**config.mk**
```make
export PLATFORM = sky130hd
export DESIGN_NAME = hd_encoder_ctrl
export DESIGN_NICKNAME = d
export VERILOG_FILES = /design/src/rtl/hd_encoder_ctrl_pkg.sv /design/src/rtl/hd_encoder_ctrl.sv
export SDC_FILE = /design/constraint.sdc
export NUM_CORES = 1
export LEC_CHECK = 0
export ABC_CLOCK_PERIOD_IN_PS = 2920
export CAP_MARGIN = 10
export CORE_UTILIZATION = 45
export DETAILED_ROUTE_END_ITERATION = 12
export PLACE_DENSITY = 0.81
export SLEW_MARGIN = 20
export SYNTH_ARGS = -nofsm -noshare
export SYNTH_HDL_FRONTEND = slang
export SYNTH_SLANG_ARGS = --single-unit
```
**constraint.sdc**
```tcl
create_clock -name clk_i -period 2.92 [get_ports clk_i]
set_input_delay 0.73 -clock clk_i [delete_from_list [all_inputs] [get_ports clk_i]]
set_output_delay 0.73 -clock clk_i [all_outputs]
set_load 0.01 [all_outputs]
```
**src/rtl/hd_encoder_ctrl_pkg.sv**
```systemverilog
// Shared types for the HD encoder controller: mux selects, command opcodes
// and the controller FSM state encoding.
package pkg_hd_encoder;

    typedef enum logic [1:0] {
        OUTPUT_REG = 2'd0,
        MEMORY     = 2'd1,
        ZERO       = 2'd2
    } input_sel_t;

    typedef enum logic {
        EXTERNAL = 1'b0,
        INTERNAL = 1'b1
    } man_value_sel_t;

    typedef enum logic [1:0] {
        OP_CLEAR  = 2'd0,
        OP_LOAD   = 2'd1,
        OP_ENCODE = 2'd2,
        OP_STORE  = 2'd3
    } enc_op_t;

    typedef enum logic [2:0] {
        ST_IDLE   = 3'd0,
        ST_CLEAR  = 3'd1,
        ST_RD     = 3'd2,
        ST_LOAD   = 3'd3,
        ST_ENCODE = 3'd4,
        ST_STORE  = 3'd5,
        ST_DONE   = 3'd6
    } enc_state_t;

endpackage

```
**src/rtl/hd_encoder_ctrl.sv**
```systemverilog
// Command-driven sequencer for an HD encoder datapath: clear, load from
// memory, iterate the encoder, or store its output register to memory.
module hd_encoder_ctrl
    import pkg_hd_encoder::*;
#(
    parameter int MEM_ADDR_WIDTH = 5,
    parameter int ITER_WIDTH     = 8
) (
    input  logic                      clk_i,
    input  logic                      rst_i,
    // Handshake: a command transfers on a rising edge where cmd_valid_i and
    // cmd_ready_o are both high; ready is only offered in IDLE.
    input  logic                      cmd_valid_i,
    output logic                      cmd_ready_o,
    input  logic [1:0]                cmd_op_i,
    input  logic [MEM_ADDR_WIDTH-1:0] cmd_addr_i,
    input  logic [ITER_WIDTH-1:0]     cmd_iter_i,
    input  logic                      cmd_man_sel_i,
    input  logic                      abort_i,
    output logic [1:0]                input_sel_o,
    output logic                      man_value_sel_o,
    output logic                      enc_en_o,
    output logic [MEM_ADDR_WIDTH-1:0] mem_addr_o,
    output logic                      mem_rd_o,
    output logic                      mem_wr_o,
    output logic                      busy_o,
    output logic                      done_o
);

    enc_state_t                state_q, state_d;
    enc_op_t                   op_q;
    logic [MEM_ADDR_WIDTH-1:0] addr_q;
    logic [ITER_WIDTH-1:0]     cnt_q;
    man_value_sel_t            man_sel_q;

    logic accept;
    logic enc_last;

    assign accept   = (state_q == ST_IDLE) && cmd_valid_i;
    // Last ENCODE cycle: either the count is exhausted or an abort arrived.
    assign enc_last = (cnt_q == ITER_WIDTH'(1)) || abort_i;

    always_ff @(posedge clk_i or posedge rst_i) begin
        if (rst_i) begin
            state_q   <= ST_IDLE;
            op_q      <= OP_CLEAR;
            addr_q    <= '0;
            cnt_q     <= '0;
            man_sel_q <= EXTERNAL;
        end else begin
            state_q <= state_d;
            if (accept) begin
                op_q      <= enc_op_t'(cmd_op_i);
                addr_q    <= cmd_addr_i;
                cnt_q     <= cmd_iter_i;
                man_sel_q <= man_value_sel_t'(cmd_man_sel_i);
            end else if (state_q == ST_ENCODE && !enc_last) begin
                cnt_q <= cnt_q - ITER_WIDTH'(1);
            end
        end
    end

    always_comb begin
        state_d = state_q;
        case (state_q)
            ST_IDLE: begin
                if (cmd_valid_i) begin
                    case (enc_op_t'(cmd_op_i))
                        OP_CLEAR:  state_d = ST_CLEAR;
                        OP_LOAD:   state_d = ST_RD;
                        OP_ENCODE: state_d = (cmd_iter_i == '0) ? ST_DONE : ST_ENCODE;
                        OP_STORE:  state_d = ST_STORE;
                        default:   state_d = ST_IDLE;
                    endcase
                end
            end
            ST_CLEAR:  state_d = ST_DONE;
            ST_RD:     state_d = ST_LOAD;
            ST_LOAD:   state_d = ST_DONE;
            ST_ENCODE: state_d = enc_last ? ST_DONE : ST_ENCODE;
            ST_STORE:  state_d = ST_DONE;
            ST_DONE:   state_d = ST_IDLE;
            default:   state_d = ST_IDLE;
        endcase
    end

    // Moore decode: outputs depend only on registered state and latched fields.
    always_comb begin
        cmd_ready_o     = 1'b0;
        busy_o          = 1'b1;
        done_o          = 1'b0;
        enc_en_o        = 1'b0;
        mem_rd_o        = 1'b0;
        mem_wr_o        = 1'b0;
        input_sel_o     = ZERO;
        man_value_sel_o = EXTERNAL;
        mem_addr_o      = addr_q;
        case (state_q)
            ST_IDLE: begin
                cmd_ready_o = 1'b1;
                busy_o      = 1'b0;
            end
            ST_CLEAR: enc_en_o = 1'b1;
            ST_RD:    mem_rd_o = 1'b1;
            ST_LOAD: begin
                enc_en_o    = 1'b1;
                input_sel_o = MEMORY;
            end
            ST_ENCODE: begin
                enc_en_o        = 1'b1;
                input_sel_o     = OUTPUT_REG;
                man_value_sel_o = man_sel_q;
            end
            ST_STORE: mem_wr_o = 1'b1;
            ST_DONE:  done_o   = 1'b1;
            default: ;
        endcase
    end

endmodule

```
==> impl_summary.md <==
Run status
The flow ran to the end, and the final reports show no timing, DRC or antenna violations.

Clock tree
CTS built an H-tree with a depth of 1. The tree is rooted in a sky130_fd_sc_hd__clkbuf_4. The number of buffers added by the clock tree synthesis step is 3. At the later pin of the worst-skew pair, clock insertion delay measures 0.30 ns. The number of buffers between clock root and the deepest sink is 2. The clock tree from TritonCTS is yes. CTS saw 17 sinks. The buffers inserted during post-CTS setup optimization is 0.

Clock-pin slew was measured on the worst setup and hold paths at 0.10 ns. The number of gates given a new drive strength after cts is 0. The number of hold buffers added after cts is 0.

Drt
The amount of wire on met3 after detailed routing is 148 um. The routed via count divided by cell count is 5.53. Wires add up to 2.53 mm. Signal routing reaches up to met4. The starting DRC count in detailed routing is 14. The remaining routing DRC violations is 0.

The first detailed-routing pass ran for 4 iterations. For this block, the via count after detailed routing is 984. The remaining antenna violation count is 0. In the final routing, the length of wire on met1 measures 1.06 mm.

The met2 wire length is 1.26 mm. After detailed routing, the average wire length per cell comes to 14.2 um.

Worst setup path
The slowest library cell on the worst path is sky130_fd_sc_hd__clkdlybuf4s50_1. At the worst endpoint, the arrival time is 1.90 ns. The nature of the critical path endpoint is an output port. The required time at the endpoint of the critical path is 2.19 ns. The number of buffers and inverters on the critical path is 2. The start point of the critical path is state_q[0]. The critical path in this run is classified as reg2out. The start of the worst register-to-register path is cnt_q[1]. The maximum fanout along the worst path is 9. The startpoint class of the critical path is a register.

The largest incremental delay on the critical path is 0.55 ns. Traced cell by cell, the critical path runs through or3_1, inv_1, clkdlybuf4s50_1. In this design, the largest share of critical-path delay is due to buffers and inverters.

Logic synthesis
The cell area that synthesis handed to floorplanning was 1020 um2. In this run, synthesis inferred 0 flip-flops with an integrated enable. The synthesized netlist contains 34 unique library cells. The predominant post-synthesis flop cell is sky130_fd_sc_hd__dfrtp_1. After synthesis, flip-flops and latches occupy 41.6% of the total area. Counting flops and latches in the post-synthesis netlist gives 17. When the netlist entered floorplanning its net count stood at 143. The synthesized instance count is 119. For this run, the number of Yosys warnings is 0. In the synthesized netlist the async set-or-reset flop fraction comes to 100%. The synthesized area per cell is 8.60 um2.

Cells and area
Leaving out filler cells and counting taps, the final layout contains 178. The finished layout cell area is 1390 um2. After the last flow step, the layout net total stands at 176. The antenna diode count is 0. In the layout the commonest cells are 33 x sky130_fd_sc_hd__clkdlybuf4s50_1, 30 x sky130_fd_sc_hd__nand2_1, 17 x sky130_fd_sc_hd__dfrtp_1. The number of inserted filler cells in the final layout is 173. Leaving out fill and tap cells, the most frequent cell in the layout is sky130_fd_sc_hd__clkdlybuf4s50_1. The fraction of layout instances using a drive strength above 1 is 5.96%. The area growth from synthesis to layout is 36.1%.

Global route
The total congestion overflow after global routing is 0. The via count of the first global-routing pass is 1006. The global-route usage over all layers is 23.7%. Entering global routing, the biggest net connects 18 pins.

The global-route wire length before repair is 4.30 mm. The initial antenna violation count is 0.

Power
The clock network fraction of total power is 10.2%. The static leakage is 0.604 nW. Net switching is 42.3% of the power. The internal power contribution is 0.000739 W. Summed over all nets, the switching power comes to 0.000541 W.

Sequential cells burn 37.4% of the power. The worst-case IR drop observed on VDD is 0.547 mV. The design draws 0.00128 W. Dividing total power by cell area gives a power density of 919 nW/um2. The power share of the combinational group is 52.4%.

Floorplan
The die covers 2470 um2. The number of rows in the core area is 16. Measured along the x axis, the die boundary spans 49.7 um. The height of the chip is 49.7 um. The top-level port count is 34. The starting density of the core is 50.1%.

The core region area is 2040 um2.

Place
Prior to clock tree synthesis, the placed netlist has a worst setup slack of 0.420 ns. The number of cells after detailed placement is 174. The routability congestion estimate from global placement is 0.959.

The number of input and output port buffers inserted is 33. Once detailed placement completed, the half-perimeter wirelength came to 1.95 mm. Once placement finished, the instance area stood at 1370 um2.

STA
The actual transition at the worst max-transition pin is 0.647 ns. The routed design could run at a clock period as short as 2.63 ns. The number of slew-limit violations in the final report is 0. The share of the cycle needed by the critical path after routing is 89.9%. The relative slew slack is 56.8%. The maximum clock rate is 0.381 GHz.

The hold violation count in the final report is 0. For the final routed database, the setup TNS stands at 0 ns. The worst path meets setup with 0.295 ns of slack. Setup repair after global routing left no endpoint under its margin. Setup violations remaining at the end of the flow were counted as 0.

Clock skew on the completed layout was measured at 0.00148 ns.

Worst hold path
The hold path startpoint is man_sel_q. The type of the tightest min-delay check is reg2reg.

Run
The count of maximum capacitance violations is 0.
-- final cells by class --
class | count | area, um2 | share of cell area, %
multi-input cells | 90 | 549 | 39.4
flip-flops and latches | 17 | 425 | 30.5
repair buffers | 33 | 330 | 23.7
well taps | 27 | 33.8 | 2.43
inverters | 7 | 26.3 | 1.89
clock buffers | 3 | 22.5 | 1.62
clock inverters | 1 | 5.00 | 0.359
-- power by group through the flow --
stage | clock network [W] | logic, W | registers, W
after floorplan | 0 | 0.000418 | 0.000444
after global placement | 0 | 0.000649 | 0.000471
after detailed placement | 0 | 0.000675 | 0.000481
after CTS | 0.000136 | 0.000676 | 0.000477
after global routing | 0.000147 | 0.000735 | 0.000505
final | 0.000131 | 0.000671 | 0.000479
-- stage by stage --
step / hold slack, ns / utilization, %
6_report: 0.474 / 68.2
3_3_place_gp: 0.452 / 66.9
5_1_grt: 0.510 / 68.2
2_1_floorplan: 0.437 / -
3_5_place_dp: 0.454 / 66.9
4_1_cts: 0.479 / 68.2
-- cells in the mapped netlist (2+ instances only) --
cell / n / area (um2)
sky130_fd_sc_hd__nand2_1: 30 / 113
sky130_fd_sc_hd__dfrtp_1: 17 / 425
sky130_fd_sc_hd__inv_1: 7 / 26.3
sky130_fd_sc_hd__nor2_1: 6 / 22.5
sky130_fd_sc_hd__o211ai_1: 6 / 45.0
sky130_fd_sc_hd__nor3_1: 5 / 25.0
sky130_fd_sc_hd__a21oi_1: 4 / 20.0
sky130_fd_sc_hd__ha_1: 4 / 50.1
sky130_fd_sc_hd__nand3_1: 4 / 20.0
sky130_fd_sc_hd__o21ai_0: 4 / 20.0
sky130_fd_sc_hd__buf_2: 3 / 15.0
sky130_fd_sc_hd__nand4_1: 3 / 18.8
sky130_fd_sc_hd__and3_1: 2 / 12.5
sky130_fd_sc_hd__clkbuf_1: 2 / 7.51
sky130_fd_sc_hd__nor4_1: 2 / 12.5
sky130_fd_sc_hd__or3_1: 2 / 12.5
-- cell families after synthesis --
| family | synth area share (%) |
|---|---|
| mux | 2.44 |
| flops | 41.6 |
| buf+inv | 4.77 |
| simple gates | 30.9 |
| compound gates | 14.5 |
| fa+ha+maj | 4.89 |
| xor+xnor | 0.856 |
-- sequential cells by signal (all words and copies together), names as in the netlist --
register    flops
cnt_q           8
state_q         3
mem_addr_o      5
man_sel_q       1
-- worst paths after layout --
path                       slack, ns  depth (start not counted)          end
max                             0.29                          3  cmd_ready_o
max reg2reg                     0.69                          6     cnt_q[2]
min                             0.47                          2    man_sel_q
max in group asynchronous       1.71                          2     cnt_q[5]
min reg2reg                     0.47                          2    man_sel_q
min in group asynchronous       0.80                          2    man_sel_q
-- per-layer routing --
metal	GRT usage (%)	up-vias
met4	13.3	0
met1	26.1	463
met2	41.4	33
met5	0	-
met3	5.56	5
li1	-	483
-- tightest hold or removal path: stages, from the launching register on --
cell and delay, ns:
sky130_fd_sc_hd__dfrtp_1 0.35, sky130_fd_sc_hd__nand2_1 0.05, sky130_fd_sc_hd__nand2_1 0.05
(Power assumes the default switching activity.)
